### config.mk
export PLATFORM = sky130hd
export DESIGN_NAME = hazard_controller_flat
export DESIGN_NICKNAME = d
export VERILOG_FILES = /design/src/rtl/hazard_controller_pkg.sv /design/src/rtl/hazard_controller_if.sv /design/src/rtl/load_use_detect.sv /design/src/rtl/hazard_controller.sv /design/src/flat_wrapper.sv
export SDC_FILE = /design/constraint.sdc
export NUM_CORES = 1
export LEC_CHECK = 0
export CELL_PAD_IN_SITES_DETAIL_PLACEMENT = 1
export CELL_PAD_IN_SITES_GLOBAL_PLACEMENT = 2
export CORE_ASPECT_RATIO = 0.9
export CORE_MARGIN = 1.5
export CORE_UTILIZATION = 23
export DETAILED_ROUTE_END_ITERATION = 12
export HOLD_SLACK_MARGIN = 0.08
export PLACE_DENSITY = 0.77
export SETUP_SLACK_MARGIN = 0.2
export SYNTH_ARGS = -nofsm -noshare
export SYNTH_HDL_FRONTEND = slang
export SYNTH_SLANG_ARGS = --single-unit
### constraint.sdc
create_clock -name clk -period 2.7 [get_ports clk]
set_input_delay 0.54 -clock clk [delete_from_list [all_inputs] [get_ports clk]]
set_output_delay 0.54 -clock clk [all_outputs]
set_load 0.005 [all_outputs]
### src/rtl/hazard_controller_pkg.sv
// hazard_controller_pkg: shared pipeline types and constants for the hazard controller
package hazard_controller_pkg;
    typedef enum logic [1:0] {HZ_RUN, HZ_MD_WAIT, HZ_MD_DONE} hz_state_e;
    typedef enum logic [1:0] {FU_SRC_REG, FU_SRC_MEM, FU_SRC_WB} fu_src_e;
    localparam logic [4:0] REG_X0 = 5'd0;
endpackage

### src/rtl/hazard_controller_if.sv
// hazard_controller_if: ID/EX hazard inputs and stage enable/flush outputs of the hazard controller
interface hazard_controller_if #(parameter int CNT_W = 16);
    logic [4:0]       id_rs1_i, id_rs2_i, ex_rd_i;
    logic             id_uses_rs1_i, id_uses_rs2_i;
    logic             ex_reg_we_i, ex_is_load_i, ex_md_i, branch_taken_i, md_done_i;
    logic             if_stall_o, id_stall_o, ex_stall_o, ex_bubble_o, if_id_flush_o;
    logic             md_start_o, md_err_o;
    logic [CNT_W-1:0] stall_cnt_o;
    modport master (
        output id_rs1_i, id_rs2_i, ex_rd_i, id_uses_rs1_i, id_uses_rs2_i,
               ex_reg_we_i, ex_is_load_i, ex_md_i, branch_taken_i, md_done_i,
        input  if_stall_o, id_stall_o, ex_stall_o, ex_bubble_o, if_id_flush_o,
               md_start_o, md_err_o, stall_cnt_o
    );
    modport slave (
        input  id_rs1_i, id_rs2_i, ex_rd_i, id_uses_rs1_i, id_uses_rs2_i,
               ex_reg_we_i, ex_is_load_i, ex_md_i, branch_taken_i, md_done_i,
        output if_stall_o, id_stall_o, ex_stall_o, ex_bubble_o, if_id_flush_o,
               md_start_o, md_err_o, stall_cnt_o
    );
endinterface

### src/rtl/load_use_detect.sv
// load_use_detect: flags an ID source read of a register still being loaded by the EX instruction
module load_use_detect
    import hazard_controller_pkg::*;
(
    input  logic [4:0] rs1,
    input  logic [4:0] rs2,
    input  logic       uses_rs1,
    input  logic       uses_rs2,
    input  logic [4:0] ex_rd,
    input  logic       ex_reg_we,
    input  logic       ex_is_load,
    output logic       lu
);
    assign lu = ex_is_load && ex_reg_we && ex_rd != REG_X0 &&
                ((uses_rs1 && rs1 == ex_rd) || (uses_rs2 && rs2 == ex_rd));
endmodule

### src/rtl/hazard_controller.sv
// hazard_controller: load-use stall, branch flush and mul/div hold sequencing (mul/div part under HAZARD_MD_EN)
module hazard_controller
    import hazard_controller_pkg::*;
#(
    parameter int MD_TIMEOUT = 64,
    parameter int CNT_W      = 16
) (
    input  logic clk,
    input  logic rst_n,
    hazard_controller_if.slave hz
);
    logic lu;
    load_use_detect u_lud (
        .rs1(hz.id_rs1_i), .rs2(hz.id_rs2_i),
        .uses_rs1(hz.id_uses_rs1_i), .uses_rs2(hz.id_uses_rs2_i),
        .ex_rd(hz.ex_rd_i), .ex_reg_we(hz.ex_reg_we_i), .ex_is_load(hz.ex_is_load_i),
        .lu(lu)
    );
`ifdef HAZARD_MD_EN
    localparam int WC_W = $clog2(MD_TIMEOUT + 1);
    hz_state_e       state, state_nxt;
    logic [WC_W-1:0] wait_cnt;
    logic            timeout, md_err, run, wait_st;
    assign run     = state == HZ_RUN;
    assign wait_st = state == HZ_MD_WAIT;
    assign timeout = wait_st && !hz.md_done_i && wait_cnt == WC_W'(MD_TIMEOUT - 1);
    // state register
    always_ff @(posedge clk or negedge rst_n) begin
        if (!rst_n) state <= HZ_RUN;
        else        state <= state_nxt;
    end
    // next state: a mul/div in RUN enters the wait, done or watchdog leaves it via one DONE cycle
    always_comb begin
        state_nxt = HZ_RUN;
        if (run)          state_nxt = (!hz.branch_taken_i && hz.ex_md_i) ? HZ_MD_WAIT : HZ_RUN;
        else if (wait_st) state_nxt = (hz.md_done_i || timeout) ? HZ_MD_DONE : HZ_MD_WAIT;
    end
    // outputs: branch beats mul/div beats load-use in RUN; WAIT holds everything; DONE releases
    always_comb begin
        hz.if_id_flush_o = run && hz.branch_taken_i;
        hz.md_start_o    = run && !hz.branch_taken_i && hz.ex_md_i;
        hz.ex_stall_o    = wait_st || hz.md_start_o;
        hz.ex_bubble_o   = run && (hz.branch_taken_i || (!hz.ex_md_i && lu));
        hz.if_stall_o    = hz.ex_stall_o || (run && !hz.branch_taken_i && !hz.ex_md_i && lu);
        hz.id_stall_o    = hz.if_stall_o;
    end
    // wait counter runs only while staying in MD_WAIT; sticky error on watchdog expiry
    always_ff @(posedge clk or negedge rst_n) begin
        if (!rst_n) begin
            wait_cnt <= '0;
            md_err   <= 1'b0;
        end else begin
            wait_cnt <= (wait_st && state_nxt == HZ_MD_WAIT) ? wait_cnt + 1'b1 : '0;
            md_err   <= md_err || timeout;
        end
    end
    assign hz.md_err_o = md_err;
`else
    logic unused_md;
    assign unused_md = ^{hz.ex_md_i, hz.md_done_i};
    // outputs: branch flush beats the load-use stall
    always_comb begin
        hz.if_id_flush_o = hz.branch_taken_i;
        hz.ex_bubble_o   = hz.branch_taken_i || lu;
        hz.if_stall_o    = !hz.branch_taken_i && lu;
        hz.id_stall_o    = hz.if_stall_o;
        hz.ex_stall_o    = 1'b0;
        hz.md_start_o    = 1'b0;
    end
    assign hz.md_err_o = 1'b0;
`endif
    logic [CNT_W-1:0] stall_cnt;
    // saturating count of front-end stall cycles
    always_ff @(posedge clk or negedge rst_n) begin
        if (!rst_n)                         stall_cnt <= '0;
        else if (hz.if_stall_o && ~&stall_cnt) stall_cnt <= stall_cnt + 1'b1;
    end
    assign hz.stall_cnt_o = stall_cnt;
endmodule

### src/flat_wrapper.sv
// flat-port wrapper written by rule: the top's interface ports become plain ports
module hazard_controller_flat import hazard_controller_pkg::*;
#(
    parameter int MD_TIMEOUT = 64,
    parameter int CNT_W      = 16
)
  (clk, rst_n, hz_id_rs1_i, hz_id_rs2_i, hz_ex_rd_i, hz_id_uses_rs1_i, hz_id_uses_rs2_i, hz_ex_reg_we_i, hz_ex_is_load_i, hz_ex_md_i, hz_branch_taken_i, hz_md_done_i, hz_if_stall_o, hz_id_stall_o, hz_ex_stall_o, hz_ex_bubble_o, hz_if_id_flush_o, hz_md_start_o, hz_md_err_o, hz_stall_cnt_o);
  hazard_controller_if #(.CNT_W(CNT_W)) hz_i ();
  input  logic clk;
  input  logic rst_n;
  input wire logic [$bits(hz_i.id_rs1_i)-1:0] hz_id_rs1_i;
  input wire logic [$bits(hz_i.id_rs2_i)-1:0] hz_id_rs2_i;
  input wire logic [$bits(hz_i.ex_rd_i)-1:0] hz_ex_rd_i;
  input wire logic [$bits(hz_i.id_uses_rs1_i)-1:0] hz_id_uses_rs1_i;
  input wire logic [$bits(hz_i.id_uses_rs2_i)-1:0] hz_id_uses_rs2_i;
  input wire logic [$bits(hz_i.ex_reg_we_i)-1:0] hz_ex_reg_we_i;
  input wire logic [$bits(hz_i.ex_is_load_i)-1:0] hz_ex_is_load_i;
  input wire logic [$bits(hz_i.ex_md_i)-1:0] hz_ex_md_i;
  input wire logic [$bits(hz_i.branch_taken_i)-1:0] hz_branch_taken_i;
  input wire logic [$bits(hz_i.md_done_i)-1:0] hz_md_done_i;
  output wire logic [$bits(hz_i.if_stall_o)-1:0] hz_if_stall_o;
  output wire logic [$bits(hz_i.id_stall_o)-1:0] hz_id_stall_o;
  output wire logic [$bits(hz_i.ex_stall_o)-1:0] hz_ex_stall_o;
  output wire logic [$bits(hz_i.ex_bubble_o)-1:0] hz_ex_bubble_o;
  output wire logic [$bits(hz_i.if_id_flush_o)-1:0] hz_if_id_flush_o;
  output wire logic [$bits(hz_i.md_start_o)-1:0] hz_md_start_o;
  output wire logic [$bits(hz_i.md_err_o)-1:0] hz_md_err_o;
  output wire logic [$bits(hz_i.stall_cnt_o)-1:0] hz_stall_cnt_o;
  assign hz_i.id_rs1_i = hz_id_rs1_i;
  assign hz_i.id_rs2_i = hz_id_rs2_i;
  assign hz_i.ex_rd_i = hz_ex_rd_i;
  assign hz_i.id_uses_rs1_i = hz_id_uses_rs1_i;
  assign hz_i.id_uses_rs2_i = hz_id_uses_rs2_i;
  assign hz_i.ex_reg_we_i = hz_ex_reg_we_i;
  assign hz_i.ex_is_load_i = hz_ex_is_load_i;
  assign hz_i.ex_md_i = hz_ex_md_i;
  assign hz_i.branch_taken_i = hz_branch_taken_i;
  assign hz_i.md_done_i = hz_md_done_i;
  assign hz_if_stall_o = hz_i.if_stall_o;
  assign hz_id_stall_o = hz_i.id_stall_o;
  assign hz_ex_stall_o = hz_i.ex_stall_o;
  assign hz_ex_bubble_o = hz_i.ex_bubble_o;
  assign hz_if_id_flush_o = hz_i.if_id_flush_o;
  assign hz_md_start_o = hz_i.md_start_o;
  assign hz_md_err_o = hz_i.md_err_o;
  assign hz_stall_cnt_o = hz_i.stall_cnt_o;
  hazard_controller #(.MD_TIMEOUT(MD_TIMEOUT), .CNT_W(CNT_W)) u_core (.clk(clk), .rst_n(rst_n), .hz(hz_i));
endmodule
### Word level (Yosys, flattened, before mapping)

Cells that the tools add are included.

* add/subtract/negate cells: 1
* eq/ne operators: 2
* reductions and logical operators: 13

Operators by type and width (number)
* 16-bit by 1-bit adder with 16-bit output, second input constant: 1
* 16-bit AND reduction: 1
* 5-bit equality test: 2
* 1-bit logical AND: 7
* 5-bit nonzero test: 1
* 1-bit logical NOT: 2
* 1-bit logical OR: 2

* word-level logic and storage cells: 17
* register bits: 16
* output and inout port bits: 23
* bits of input ports: 24

### Depth between registers and ports, before layout

* depth after elaboration: 6
* depth in mapped cells: 6
* depth with buffers taken out: 6

### By module

From an unflattened synthesis, not the netlist that was laid out.

* cell total of the unflattened synthesis: 97
* area total of the unflattened synthesis: 983.4 um^2

By module, submodules not included
* hazard_controller: sequential area each 400.4 um^2, times used 1, cells each 80, area each 848.3 um^2
* load_use_detect: sequential area each 0.0 um^2, times used 1, cells each 17, area each 135.1 um^2

### Worst setup path before layout

Ideal clock, no wire load.

* path kind: input to output
* from: input hz_ex_rd_i[1]
* to: output hz_if_stall_o
* path slack: 0.442 ns
* required time: 2.160 ns
* buffers on the path: 1
* stages on the path: 5
* data arrival time: 1.718 ns
* cells stage by stage: or4_4 o211ai_4 nor2_1 and2_1 buf_4

* word-level cells in the longest chain between the ends: 5
* elaborated cells on any way between the ends: 9
* those cells by class: eq/ne (2); reduce/logical (7)

RTL lines
* start: declaration: RTL line flat_wrapper.sv:13 `input wire logic [$bits(hz_i.ex_rd_i)-1:0] hz_ex_rd_i;`
* 5-bit equality test: RTL line load_use_detect.sv:15 `((uses_rs1 && rs1 == ex_rd) || (uses_rs2 && rs2 == ex_rd));`
* 1-bit logical AND: RTL line load_use_detect.sv:15
* 1-bit logical OR: RTL line load_use_detect.sv:15
* 1-bit logical AND (*): RTL line load_use_detect.sv:14 `assign lu = ex_is_load && ex_reg_we && ex_rd != REG_X0 &&`
* 1-bit logical AND (*): RTL line hazard_controller.sv:65 `hz.if_stall_o = !hz.branch_taken_i && lu;`
* end: declaration: RTL line flat_wrapper.sv:21 `output wire logic [$bits(hz_i.if_stall_o)-1:0] hz_if_stall_o;`

Mark *: on every way between the ends. The rest lies on a longest branch, timed or not.

### Final worst setup path

* from: input hz_ex_rd_i[4]
* to: output hz_id_stall_o

* word-level cells in the longest chain between the ends: 5
* elaborated cells on any way between the ends: 9
* those cells by class: eq/ne (2); reduce/logical (7)

RTL lines
* 5-bit equality test: RTL line load_use_detect.sv:15
* 1-bit logical AND: RTL line load_use_detect.sv:15
* 1-bit logical OR: RTL line load_use_detect.sv:15
* 1-bit logical AND (*): RTL line load_use_detect.sv:14
* 1-bit logical AND (*): RTL line hazard_controller.sv:65
* end: declaration: RTL line flat_wrapper.sv:22 `output wire logic [$bits(hz_i.id_stall_o)-1:0] hz_id_stall_o;`

Marked as above.

==> impl_summary.md <==
Status
The flow ran to the end, and the final reports show no timing, DRC or antenna violations.

Layout
The multi-input gate area in the final layout is 604.3 um2. The library cell used most frequently in the layout, excluding fill and tap cells, is sky130_fd_sc_hd__clkdlybuf4s50_1. The number of fill cells is between 400 and 500. The number of inserted diodes is 0. The sequential standard cell area is approximately 400 um2. The register with the most flip-flops in the layout has 16 of them.

The final net count is 177. In the final layout, the share of cells above drive strength 1 is between 10% and 20%. The area growth from synthesis to layout is 57.77%. In the layout the commonest cells are sky130_fd_sc_hd__clkdlybuf4s50_1 (34), sky130_fd_sc_hd__xnor2_1 (25), sky130_fd_sc_hd__dfrtp_1 (16). The summed area of non-filler cells in the final layout is approximately 0.0016 mm2.

Critical path
The worst setup path is of the input pin to output port kind. The worst reg2reg path startpoint is u_core.hz.stall_cnt_o[0]. The largest fanout of any net on the critical path is 3. At the worst endpoint, the required time is ~2.2 ns. The element type at the critical path end is an output port. The reg-to-reg endpoint is u_core.hz.stall_cnt_o[11]. Tracing the worst setup path back leads to its startpoint at hz_ex_rd_i[4]. STA classifies the critical path startpoint as an input pin. Measured in cells, the most critical reg-to-reg path has a length of 6. In this run the register-to-register setup slack is ~0.71 ns.

The worst setup path endpoint is hz_id_stall_o. The arrival time at the worst endpoint is approximately 1.9 ns.

Clock tree
The quantity of hold-fixing buffers added after cts is 0. The clock input transition at the sequential cells of the worst setup and hold paths is roughly 0.060 ns. TritonCTS built the clock tree. The longest clock path from root to sink contains 2 buffers. The cell chosen for the clock root is sky130_fd_sc_hd__clkbuf_8. In this run, CTS created clock tree buffers numbering 3.

The clock insertion delay at the later pin of the skew report is around 0.25 ns. In this run the number of H-tree levels came out at 1. Clock tree synthesis found a total of 16 sinks.

Global route
In the global route stage, met3 resource usage came out at 3.201%. The initial antenna violation count is 0. The met2 usage in global routing is 21.25%. The busiest metal layer after global routing is met2. The met1 track demand over resource is between 10 and 15%. The global routing usage summed across all routing layers is about an eighth.

The total global routing overflow is 0. The global-route wire length before repair is 4.560 mm. The via count of the first global-routing pass came to between 1000 and 1500. Entering global routing, the biggest net connects 17 pins.

Place
The final estimated routing congestion in global placement is roughly 0.73. Once placement finished, the instance area stood at ~0.0015 mm2. The post-detailed-placement half-perimeter wirelength is between 2 and 2.5 mm. The post-placement worst setup slack is -0.3096 ns. The number of buffers inserted by port buffering is 41.

Detailed routing
After detailed routing, the number of remaining DRC violations is 0. The routed design has ~2.8 mm of wire. Once detail routing completed, the nets flagged for antenna violations numbered 0. The wire length per cell is between 10 and 15 um. For this block, the via count after detailed routing is approximately 950.

The number of DRC violations after detailed-routing iteration 0 is 19. The pre-antenna-repair detailed-routing pass consisted of 4 iterations. In the routed layout, each cell is associated on average with a via count of roughly 4.5.

Logic synthesis
The distinct cell type count of the synthesized netlist is 29. The synthesized flop and latch total is 16. The synthesized design spends more area on one cell type than any other, namely sky130_fd_sc_hd__dfrtp_1. By area the synthesized netlist is led by sky130_fd_sc_hd__dfrtp_1 (39%), sky130_fd_sc_hd__xnor2_1 (21%), sky130_fd_sc_hd__nand4_1 (5.5%). The part of the Yosys area used for sequential elements is about two fifths.

For this run, the number of Yosys warnings is 0. The post-synthesis average cell area is about 10 um2. The share of Yosys cell area claimed by the top area cell type is about two fifths. The cell count after synthesis is 100. The synthesized netlist occupies a cell area of 0.001022 mm2.

Die
Once the floorplan was initialized, standard cells occupied approximately 24% of the core. The total area inside the core boundary comes to approximately 0.0042 mm2. The die is between 60 and 70 um tall. The die area is around 0.0049 mm2.

In this run the count of I/O pins placed on the die edge is 47. From left edge to right edge, the die measures approximately 73 um. The number of placement rows is 22.

Timing
After routing, the total negative slack on setup checks comes to 0 ns. Dividing the final minimum period by the clock period gives between 80% and 90%. The smallest hold slack is about 0.51 ns. Between clock sinks in the finished design, the worst skew comes to around 0.0026 ns.

For the pin with the worst max-slew slack, the measured transition is about 0.74 ns. Setup violations remaining at the end of the flow were counted as 0. The final number of max-transition violations is 0. The count of final hold-check violations is 0. The worst path in the final design needs a cycle of 2.422 ns, including I/O delays and setup. Headroom to the max-slew limit came out at around half. The post-layout worst setup margin is 0.2776 ns.

Derived from the worst setup path, the maximum achievable clock frequency is between 0.4 and 0.5 GHz. Setup repair after global routing could not meet its margin everywhere.

Worst hold path
The cell count of the worst hold path is 1. The class of the tightest hold or removal check is flip-flop to flip-flop.

Pwr
VDD sags by at most ~0.00014 V. The leakage power total is about 0.63 nW. For this design the ratio of total power to cell area is ~350 mW/mm2.

Job
The max-capacitance violation count is 0.
==> critical path, cell delays in order <==
cell	delay [ns]
sky130_fd_sc_hd__dlygate4sd2_1	0.27
sky130_fd_sc_hd__or4_4	0.44
sky130_fd_sc_hd__o211ai_4	0.18
sky130_fd_sc_hd__buf_6	0.12
sky130_fd_sc_hd__nor2_1	0.04
sky130_fd_sc_hd__and2_1	0.16
sky130_fd_sc_hd__buf_2	0.13
==> where the power goes <==
part | switching [W] | internal (W) | leakage [nW] | total [W]
Sequential | 0.00000644 | 0.000245 | 0.223 | 0.000251
Combinational | 0.0000395 | 0.0000646 | 0.380 | 0.000104
Clock | 0.0000851 | 0.000129 | 0.0288 | 0.000215
==> routing by layer <==
metal | share of wire (%) | wire length, um
met4 | 1.1 | 30
met5 | 0 | 0
met2 | 48 | 1333
met3 | 7.9 | 221
met1 | 43 | 1202
==> repair_timing <==
item / in CTS / in global routing
setup buffers: 3 / 0
hold endpoints to repair: 0 / 0
endpoints found under the setup margin: 3 / 5
gates resized for setup: 19 / 4
pin swaps: 2 / 3
==> cells in the mapped netlist <==
cell and instances:
sky130_fd_sc_hd__xnor2_1 25, sky130_fd_sc_hd__dfrtp_1 16, sky130_fd_sc_hd__nand4_1 9, sky130_fd_sc_hd__nand3_1 8, sky130_fd_sc_hd__nand2_1 7, sky130_fd_sc_hd__buf_4 5
sky130_fd_sc_hd__and3_1 4, sky130_fd_sc_hd__nand4b_1 2, sky130_fd_sc_hd__nor2_1 2, sky130_fd_sc_hd__nor3_1 2, sky130_fd_sc_hd__nor4_1 2, sky130_fd_sc_hd__a21o_1 1
sky130_fd_sc_hd__and2_1 1, sky130_fd_sc_hd__and3b_1 1, sky130_fd_sc_hd__and4_1 1, sky130_fd_sc_hd__buf_2 1, sky130_fd_sc_hd__conb_1 1, sky130_fd_sc_hd__ha_1 1
sky130_fd_sc_hd__inv_1 1, sky130_fd_sc_hd__mux2_4 1, sky130_fd_sc_hd__nand2_2 1, sky130_fd_sc_hd__nand3b_1 1, sky130_fd_sc_hd__nand4bb_1 1, sky130_fd_sc_hd__nor3_2 1
sky130_fd_sc_hd__nor4b_1 1, sky130_fd_sc_hd__nor4bb_1 1, sky130_fd_sc_hd__o211ai_4 1, sky130_fd_sc_hd__o22ai_2 1, sky130_fd_sc_hd__or4_4 1
==> final cells by class <==
type                       instances  area share (%)
multi-input combinational         79           37.47
timing repair buffer              51           29.40
sequential                        16           24.83
tap                               60           4.655
clock buffer                       4           3.413
inverter                           1          0.2327
==> worst min path at each step <==
| stage | startpoint | endpoint |
|---|---|---|
| finish | u_core.hz.stall_cnt_o[15] | u_core.hz.stall_cnt_o[15] |
| detailed placement | u_core.hz.stall_cnt_o[15] | u_core.hz.stall_cnt_o[15] |
| global placement | u_core.hz.stall_cnt_o[15] | u_core.hz.stall_cnt_o[15] |
| floorplan | rst_n | u_core.hz.stall_cnt_o[0] |
| global route | u_core.hz.stall_cnt_o[15] | u_core.hz.stall_cnt_o[15] |
| CTS | u_core.hz.stall_cnt_o[15] | u_core.hz.stall_cnt_o[15] |
==> cell families (layout without fill, tap and decap cells) <==
family / Yosys count / after routing / share of synthesized area, %
other cells: 1 / 3 / 0.3668
simple gates: 46 / 46 / 27.79
xor+xnor: 25 / 25 / 21.42
compound gates: 3 / 3 / 4.039
buf+inv: 7 / 56 / 4.528
flops: 16 / 16 / 39.17
mux: 1 / 1 / 1.468
fa+ha+maj: 1 / 1 / 1.224
==> through the flow <==
stage	total power (W)	util, %	cells
after CTS	0.0005801	38.28	211
after global placement	0.0003562	36.45	204
after detailed placement	0.0003594	36.45	204
after floorplan	0.0002920	-	102
after global routing	0.0005963	38.55	211
final	0.0005699	38.55	211
(Power assumes the default switching activity.)
